===== config.mk =====
export PLATFORM = sky130hd
export DESIGN_NAME = e203_exu_wbck_arb
export DESIGN_NICKNAME = d
export VERILOG_FILES = /design/src/rtl/e203_exu_wbck_arb.sv
export SDC_FILE = /design/constraint.sdc
export NUM_CORES = 1
export LEC_CHECK = 0
export BUFFER_PORTS_ARGS = -buffer_cell sky130_fd_sc_hd__buf_2
export CAP_MARGIN = 25
export CORE_ASPECT_RATIO = 0.7
export CORE_UTILIZATION = 45
export CTS_BUF_LIST = sky130_fd_sc_hd__clkbuf_8
export DETAILED_ROUTE_END_ITERATION = 8
export HOLD_SLACK_MARGIN = 0.15
export PLACE_DENSITY = 0.83
export SLEW_MARGIN = 20
export SYNTH_ARGS = -nofsm -noshare
export SYNTH_HDL_FRONTEND = slang
export SYNTH_SLANG_ARGS = --single-unit

===== constraint.sdc =====
create_clock -name clk -period 1.53 [get_ports clk]
set_clock_uncertainty 0.15 [all_clocks]
set_input_delay 0.306 -clock clk [delete_from_list [all_inputs] [get_ports clk]]
set_output_delay 0.306 -clock clk [all_outputs]
set_load 0.02 [all_outputs]

===== src/rtl/e203_exu_wbck_arb.sv =====
// rtl/e203_exu_wbck_arb.sv - ALU / long-pipe writeback arbiter with a registered regfile write port
// Define E203_WBCK_ARB_RR_EN for round-robin on contested cycles; otherwise the long-pipe always wins.
module e203_exu_wbck_arb #(
   parameter int XLEN    = 32,
   parameter int RFIDX_W = 5
) (
   input  logic               clk,
   input  logic               rst,
   input  logic               alu_wbck_i_valid,
   output logic               alu_wbck_i_ready,
   input  logic [RFIDX_W-1:0] alu_wbck_i_idx,
   input  logic [XLEN-1:0]    alu_wbck_i_dat,
   input  logic               longp_wbck_i_valid,
   output logic               longp_wbck_i_ready,
   input  logic [RFIDX_W-1:0] longp_wbck_i_idx,
   input  logic [XLEN-1:0]    longp_wbck_i_dat,
   output logic               rf_wbck_wen,
   output logic [RFIDX_W-1:0] rf_wbck_idx,
   output logic [XLEN-1:0]    rf_wbck_dat,
   output logic               rf_wbck_src
);

   logic               both_vld;
   logic               longp_win;
   logic               alu_fire;
   logic               longp_fire;
   logic               any_fire;
   logic [RFIDX_W-1:0] sel_idx;
   logic [XLEN-1:0]    sel_dat;
   logic               do_write;

   assign both_vld = alu_wbck_i_valid & longp_wbck_i_valid;

`ifdef E203_WBCK_ARB_RR_EN
   // 1 = long-pipe has priority; the winner of a contested cycle hands priority to the loser
   logic rr_ptr;

   always_ff @(posedge clk or posedge rst) begin
      if (rst) begin
         rr_ptr <= 1'b1;
      end else if (both_vld) begin
         rr_ptr <= ~rr_ptr;
      end
   end

   assign longp_win = rr_ptr;
`else
   assign longp_win = 1'b1;
`endif

   assign longp_wbck_i_ready = ~rst & longp_wbck_i_valid & (~alu_wbck_i_valid | longp_win);
   assign alu_wbck_i_ready   = ~rst & alu_wbck_i_valid & (~longp_wbck_i_valid | ~longp_win);

   assign alu_fire   = alu_wbck_i_valid & alu_wbck_i_ready;
   assign longp_fire = longp_wbck_i_valid & longp_wbck_i_ready;
   assign any_fire   = alu_fire | longp_fire;

   assign sel_idx  = longp_fire ? longp_wbck_i_idx : alu_wbck_i_idx;
   assign sel_dat  = longp_fire ? longp_wbck_i_dat : alu_wbck_i_dat;
   // x0 writes still complete the handshake but never reach the regfile
   assign do_write = any_fire & (|sel_idx);

   always_ff @(posedge clk or posedge rst) begin
      if (rst) begin
         rf_wbck_wen <= 1'b0;
         rf_wbck_idx <= '0;
         rf_wbck_dat <= '0;
         rf_wbck_src <= 1'b0;
      end else begin
         rf_wbck_wen <= do_write;
         if (do_write) begin
            rf_wbck_idx <= sel_idx;
            rf_wbck_dat <= sel_dat;
            rf_wbck_src <= longp_fire;
         end
      end
   end

endmodule

# Yosys cells after proc, flatten, opt, wreduce, memory -nomap -nowiden
# Cells that the tools add are included.
word_totals:
  ff_bits: 39
  out_inout_bits: 41
op_classes:
  muxes: 2
  n_bitwise: 9
  n_reduce_logical: 1
ops:
  columns: ["op", "count"]
  rows:
  - ["$mux 32", 1]
  - ["$and 1x1->1", 6]
  - ["$mux 5", 1]
  - ["$reduce_or 5->1", 1]
  - ["$not 1->1", 2]
  - ["$or 1x1->1", 1]

# Depth between registers and ports, before layout
# Gate-level depths: netlist (run 1).
logic_depth:
  ltp_word: 6
  ltp_mapped: 7
  ltp_nobuf: 5

# Least setup slack after synthesis (run 1)
# Ideal clock, no wire load.
synth_path:
  path_kind: "in2reg"
  start: "in rst"
  end: "reg rf_wbck_dat[0]"
  setup_time_ps: 125
  arrival_time_ps: 2041
  slack_ps: -786
  cell_stages: 6
  path_buffers: 2
  cell_sequence: "inv_1 -> o21ai_0 -> clkbuf_1 -> clkbuf_1 -> o21ai_0 -> o21ai_2"
synth_between:
  elab_chain_cells: 6
synth_rtl:
  columns: ["element", "line_no", "text"]
  rows:
  - ["start: declaration", "8", "input logic rst,"]
  - ["$not 1->1 (*)", "51, 52", null]
  - ["$and 1x1->1 (on tied branches)", "51, 52", null]
  - ["$and 1x1->1 (on tied branches)", "55, 52", null]
  - ["$mux 5 or $and 1x1->1 (tied branches)", "58, 54", null]
  - ["$reduce_or 5->1 or $or 1x1->1 (tied branches)", "61, 56", null]
  - ["$and 1x1->1", "61", "assign do_write = any_fire & (|sel_idx);"]
  - ["end signal: assignment", "73", "rf_wbck_dat <= sel_dat;"]
  - ["end: declaration", "19", "output logic [XLEN-1:0] rf_wbck_dat,"]
# Mark *: on every way between the ends. The rest lies on a longest branch, timed or not.
# A chain may end at the register's enable or synchronous reset.

# Worst setup path after layout (run 1)
layout_path:
  start: "in alu_wbck_i_idx[3]"
  end: "reg rf_wbck_dat[11]"
layout_between:
  elab_chain_cells: 3
layout_rtl:
  columns: ["element", "line_no", "text"]
  rows:
  - ["start: declaration", "11", "input logic [RFIDX_W-1:0] alu_wbck_i_idx,"]
  - ["$mux 5", "58", "assign sel_idx = longp_fire ? longp_wbck_i_idx : alu_wbck_i_idx;"]
  - ["$reduce_or 5->1", "61", null]
  - ["$and 1x1->1", "61", null]
# Every way passes these cells.

==> results.md, run 1 <==
* Slew Limit Fails at 0
* Pwr Density at roughly 890 nW/um^2
* Synth Warn # at 0
* Crit-path slowest cell: or4_4
* Seq. cell area at 976 um^2
* N_diodes at 0
* Synth-to-layout area growth at 57.7%
* Layout cells sized above 1 at approximately 53%
* Commonest non-fill, non-tap cell in the layout: buf_2
* Area of the multi-input gates at approximately 960 um^2
* Synth area leaders: dfrtp_1, mux2i_1, o21ai_0
* Antenna-violating nets left at 0
* Setup slack after layout at -0.107 ns
* Area of the core at about 4100 um^2
* Synth top area share at about half
* Pre-CTS setup slack at -0.471 ns
* Worst R2R Path Depth at 2
* Final Cell Area at ~3200 um^2
* Gate Count Post-Synth at between 150 and 200
* Count of different cell masters after synthesis at 22
* Hold Path Class: in -> reg
* Leakage at 1.71 nW
* Syn Area/Cell at roughly 11 um^2
* Gpl congestion at 0.750
* R2r setup slk at around 0.65 ns
* Max cap viols at 0
* CTS clk-pin slew, worst paths at about 0.070 ns
* Met2 Usage GRT at 45.6%
* WP buf/inv at 2
* Average vias per placed instance at between 5 and 6
* Worst r2r dst: rf_wbck_dat[30]$_DFFE_PP0P_
* IR drop worst, VDD at about 0.00058 V
* Htree depth at 2
* Crit Path Category: in -> reg
* Final Cycle Share at 107%
* Initial core utilization at between 40% and 50%
* Die ar. at between 4000 and 5000 um^2
* Final Hold Viols at 0
* Hold Startpoint: longp_wbck_i_dat[27]
* Maximum clock path buffer count at 2
* Global Route Usage Sum at between 20% and 30%
* Crit-path max cell delay at about 0.54 ns
* WHS Path Cells at 3
* Status: finished, violations left
* # rows at 19
* Total number of vias at about 2100
* Mapped Nets at approximately 260
* Nets at about 420
* Drt drc at 0
* Port Buffers at around 120
* Skew-Pair Late Insertion Delay at between 0.2 and 0.3 ns
* Maximum clock rate at between 0.6 and 0.7 GHz
* Failing checks: setup timing
* Routed wire length at 6270 um
* Die height at 58.1 um
* Initial antenna violation count at 0
* First-pass GRT wire length at about 9000 um
* Critical Path End Type: flip-flop
* Vias in the first global route at 1962
* Wire per inst at about 16 um
* Die width at a little over 80 um
* Seq/Total Area, Yosys at 48.2%
* Pin slew with the least headroom to its limit at approximately 0.5 ns
* CTS tree: built
* Met3 Usage GRT at under 10%
* Post-synth design cell area at slightly above 2000 um^2
* Total power at roughly 2.8 mW
* Fillers at 287
* CP delay by family, top: simple AND/OR/NAND/NOR gates
* Required time of the critical path at ~1.6 ns
* Min cycle time layout at about 1.6 ns
* DP Area at 2780 um^2
* Root buf cell: clkbuf_8
* Final core occ at 77.6%
* CP max FO at 18
* Top Usage Layer GRT: met2
* WHS Endpoint: rf_wbck_dat[27]$_DFFE_PP0P_
* Yosys top cell by area: dfrtp_1
* CTS Buf Count at 5
* Setup TNS at -3.12 ns
* Most frequent cells in the layout: buf_2, dfrtp_1, mux2i_1
* Arrival @ worst endpoint at roughly 1.7 ns
* Detailed placement HPWL at approximately 3800 um
* Worst slew margin at 66.3%
* GRT met1 Usage at around a third
* # clock sinks at 39
* Grt ovf at 0
* Largest net degree at the start of global routing at 40
* RSZ-0062 raised after global routing: yes
* Reg-to-Reg Start: rf_wbck_dat[30]$_DFFE_PP0P_
* Ports at 119
* First-pass DRT Iterations at 4
* Register bit total from synthesis at 39
* DRC marker count from the first detailed-route iteration at 59
* Worst Setup Start Kind: primary input
* Cell Chain, Critical Path: buf_6, or4_4, o32ai_4, or2_4, buf_12, o21ai_1
* Final setup vio count at 37
-- where the power goes --
part           switching [mW]  total, mW  internal [mW]
Sequential             0.0750       1.25           1.17
Combinational           0.523      0.929          0.406
Clock                   0.356      0.667          0.312
-- cells by family (layout without fill, tap and decap cells) --
kind of cell | Yosys count | count (layout) | synth area share, %
AO/OA/AOI/OAI | 79 | 79 | 24.2
flip-flops | 39 | 39 | 48.2
multiplexers | 36 | 36 | 17.8
buffers and inverters | 18 | 172 | 5.99
AND/OR/NAND/NOR | 13 | 13 | 3.83
-- stage by stage --
step | instances | hold slack (ns)
2_1_floorplan | 185 | 0.132
3_3_place_gp | 358 | 0.296
3_5_place_dp | 358 | 0.303
4_1_cts | 387 | 0.151
5_1_grt | 391 | 0.157
6_report | 391 | 0.148
-- state kept, by name, indices dropped and copies added, names as in the netlist --
name / count
rf_wbck_idx: 5
rf_wbck_src: 1
rf_wbck_wen: 1
rf_wbck_dat: 32
-- cell usage after synthesis --
cell / number
nand2_1: 4
or4_1: 1
nand2b_1: 1
buf_12: 2
o21ai_2: 19
nor2_1: 2
buf_6: 1
nor3b_1: 1
buf_8: 1
dfrtp_1: 39
o21ai_0: 47
buf_2: 2
or3b_2: 1
o21ai_1: 10
o32ai_4: 1
mux2i_1: 36
clkbuf_1: 9
nand3b_1: 1
or4_4: 1
inv_1: 3
or2_1: 1
a21oi_1: 2
-- metal layers --
metal	part of all wire (%)	vias to the layer above
met3	6.0	10
met2	50	89
met4	1.6	0
met5	0	-
li1	-	989
met1	43	995
-- layout make-up --
| cell class | instances | area share [%] |
|---|---|---|
| clock buffers | 5 | 2.16 |
| clock inverters | 3 | 0.509 |
| inverters | 3 | 0.470 |
| multi-input cells | 128 | 29.9 |
| flip-flops and latches | 39 | 30.6 |
| well taps | 52 | 2.04 |
| repair buffers | 161 | 34.3 |
-- worst max-delay path by stage --
stage | start | to | cells past startpoint
2_1_floorplan | alu_wbck_i_idx[3] | rf_wbck_dat[18]$_DFFE_PP0P_ | 6
3_3_place_gp | alu_wbck_i_idx[3] | rf_wbck_idx[0]$_DFFE_PP0P_ | 6
3_5_place_dp | alu_wbck_i_idx[3] | rf_wbck_dat[0]$_DFFE_PP0P_ | 6
4_1_cts | alu_wbck_i_idx[3] | rf_wbck_dat[0]$_DFFE_PP0P_ | 7
5_1_grt | alu_wbck_i_idx[3] | rf_wbck_dat[26]$_DFFE_PP0P_ | 7
6_report | alu_wbck_i_idx[3] | rf_wbck_dat[11]$_DFFE_PP0P_ | 6
-- worst register-to-register path, delay by kind of cell, from the launching register on --
| kind | cells | cell delay, ns |
|---|---|---|
| flops | 1 | 0.40 |
| compound gates | 2 | 0.22 |
-- timing repair --
action / in CTS / in global routing
pin swaps: 1 / 1
resized for setup: 8 / 18
cloned: 0 / 2
endpoints found under the setup margin: 37 / 38
hold endpoints to repair: 13 / 1
buffers inserted: 1 / 1
hold buffers: 20 / 1
Power figures use the tool's default switching activity.
==> run 2: changes to the inputs <==
--- a/config.mk
+++ b/config.mk
@@ -13,6 +13,7 @@
 export DETAILED_ROUTE_END_ITERATION = 8
 export HOLD_SLACK_MARGIN = 0.15
 export PLACE_DENSITY = 0.83
+export SKIP_CTS_REPAIR_TIMING = 1
 export SLEW_MARGIN = 20
 export SYNTH_ARGS = -nofsm -noshare
 export SYNTH_HDL_FRONTEND = slang
==> results.md, run 2 (same netlist as run 1, synthesis figures left out) <==
* Crit Path Category: in -> reg
* Die width at 82.2 um
* Final setup vio count at 37
* Final Hold Viols at 0
* Ports at ~120
* Critical Path End Type: flip-flop
* Met2 Usage GRT at between 40% and 50%
* Reg-to-Reg Start: rf_wbck_idx[0]$_DFFE_PP0P_
* Routed wire length at roughly 5700 um
* Setup slack after layout at -0.125 ns
* Pin slew with the least headroom to its limit at 0.501 ns
* Average vias per placed instance at ~5.2
* DRC marker count from the first detailed-route iteration at 80
* Vias in the first global route at 1760
* # clock sinks at 39
* Final Cell Area at 3070 um^2
* Commonest non-fill, non-tap cell in the layout: buf_2
* Worst slew margin at about 67%
* Slew Limit Fails at 0
* IR drop worst, VDD at 0.000561 V
* DP Area at between 2000 and 3000 um^2
* Maximum clock rate at a little over 0.6 GHz
* Skew-Pair Late Insertion Delay at about 0.29 ns
* Biggest register: rf_wbck_dat
* GRT met1 Usage at ~28%
* First-pass DRT Iterations at 4
* Htree depth at 2
* Arrival @ worst endpoint at 1.68 ns
* Worst R2R Path Depth at 2
* Die ar. at around 4800 um^2
* Die height at approximately 58 um
* Global Route Usage Sum at a little under a quarter
* Total number of vias at approximately 2000
* Maximum clock path buffer count at 2
* Port Buffers at 118
* Fillers at 306
* Drt drc at 0
* Initial core utilization at between 40% and 50%
* Detailed placement HPWL at between 3000 and 4000 um
* Non-filler instance count after layout at 378
* Grt ovf at 0
* Worst Setup Start Kind: primary input
* Max cap viols at 0
* CTS clk-pin slew, worst paths at 0.08 ns
* Min cycle time layout at between 1.5 and 2 ns
* Failing checks: setup timing
* Top Usage Layer GRT: met2
* Largest regs: rf_wbck_dat (32), rf_wbck_idx (5)
* Gpl congestion at ~0.75
* Antenna-violating nets left at 0
* Hold Startpoint: longp_wbck_i_dat[31]
* Worst r2r dst: rf_wbck_idx[0]$_DFFE_PP0P_
* Synth-to-layout area growth at 51.5%
* WHS Path Cells at 3
* Leakage at 1.66 nW
* Met3 Usage GRT at 6.61%
* WHS Endpoint: rf_wbck_dat[31]$_DFFE_PP0P_
* Nets at between 400 and 500
* Wire per inst at about 15 um
* Placed insts at roughly 360
* Layout cells sized above 1 at a little over half
* Most frequent cells in the layout: buf_2, dfrtp_1, mux2i_1
* R2r setup slk at 0.64 ns
* RSZ-0062 raised after global routing: yes
* N_diodes at 0
* Pwr Density at slightly above 900 nW/um^2
* Final Cycle Share at 108%
* Status: finished, violations left
* Largest net degree at the start of global routing at 40
* # rows at 19
* CP max FO at 18
* First-pass GRT wire length at 7990 um
* CTS Buf Count at 5
* Hold Path Class: in -> reg
* CTS tree: built
* Pre-CTS setup slack at -0.471 ns
* Initial antenna violation count at 0
* Area of the core at 4110 um^2
* Required time of the critical path at approximately 1.6 ns
* Max FFs per register at 32
* Root buf cell: clkbuf_8
run 2: report_power, final:
group | internal [mW] | switching (mW)
clock network | 0.312 | 0.367
logic | 0.385 | 0.507
registers | 1.17 | 0.0726
total | 1.87 | 0.947
run 2: worst max path at each step:
| stage | start | endpoint | slack (ns) | depth (start not counted) |
|---|---|---|---|---|
| 3_5_place_dp | alu_wbck_i_idx[3] | rf_wbck_dat[0]$_DFFE_PP0P_ | -0.47 | 6 |
| 4_1_cts | alu_wbck_i_idx[3] | rf_wbck_dat[0]$_DFFE_PP0P_ | -0.17 | 6 |
| 2_1_floorplan | alu_wbck_i_idx[3] | rf_wbck_dat[18]$_DFFE_PP0P_ | -0.39 | 6 |
| 5_1_grt | alu_wbck_i_idx[3] | rf_wbck_idx[3]$_DFFE_PP0P_ | -0.17 | 6 |
| 6_report | alu_wbck_i_idx[0] | rf_wbck_dat[11]$_DFFE_PP0P_ | -0.13 | 6 |
| 3_3_place_gp | alu_wbck_i_idx[3] | rf_wbck_idx[0]$_DFFE_PP0P_ | -0.42 | 6 |
run 2: worst max-delay path, cell delays in order:
cell	delay, ns
buf_2	0.11
or4_4	0.53
o32ai_4	0.25
or2_4	0.23
buf_12	0.18
o21ai_1	0.08
run 2: final cells by class:
class | count | area (um^2) | area share (%)
inverters | 3 | 15.0 | 0.490
flip-flops and latches | 39 | 976 | 31.8
multi-input cells | 128 | 945 | 30.8
clock buffers | 5 | 68.8 | 2.24
repair buffers | 148 | 981 | 32.0
clock inverters | 3 | 16.3 | 0.530
well taps | 52 | 65.1 | 2.12
run 2: per-layer routing:
layer | share of wire, % | up-vias | routed length (um)
met4 | 0.53 | 0 | 30
met1 | 48 | 934 | 2730
met3 | 5.5 | 4 | 310
met5 | 0 | - | 0
li1 | - | 955 | -
met2 | 46 | 82 | 2620
run 2: per-stage QoR:
stage / util (%) / hold WS [ns] / total power, mW / setup TNS [ns]
floorplan: - / 0.132 / 1.76 / -13.78
global placement: 67.6 / 0.296 / 2.09 / -15.14
detailed placement: 67.6 / 0.303 / 2.11 / -16.86
CTS: 69.7 / 0.131 / 2.78 / -5.39
global route: 74.6 / 0.154 / 2.96 / -5.05
finish: 74.6 / 0.136 / 2.82 / -3.48
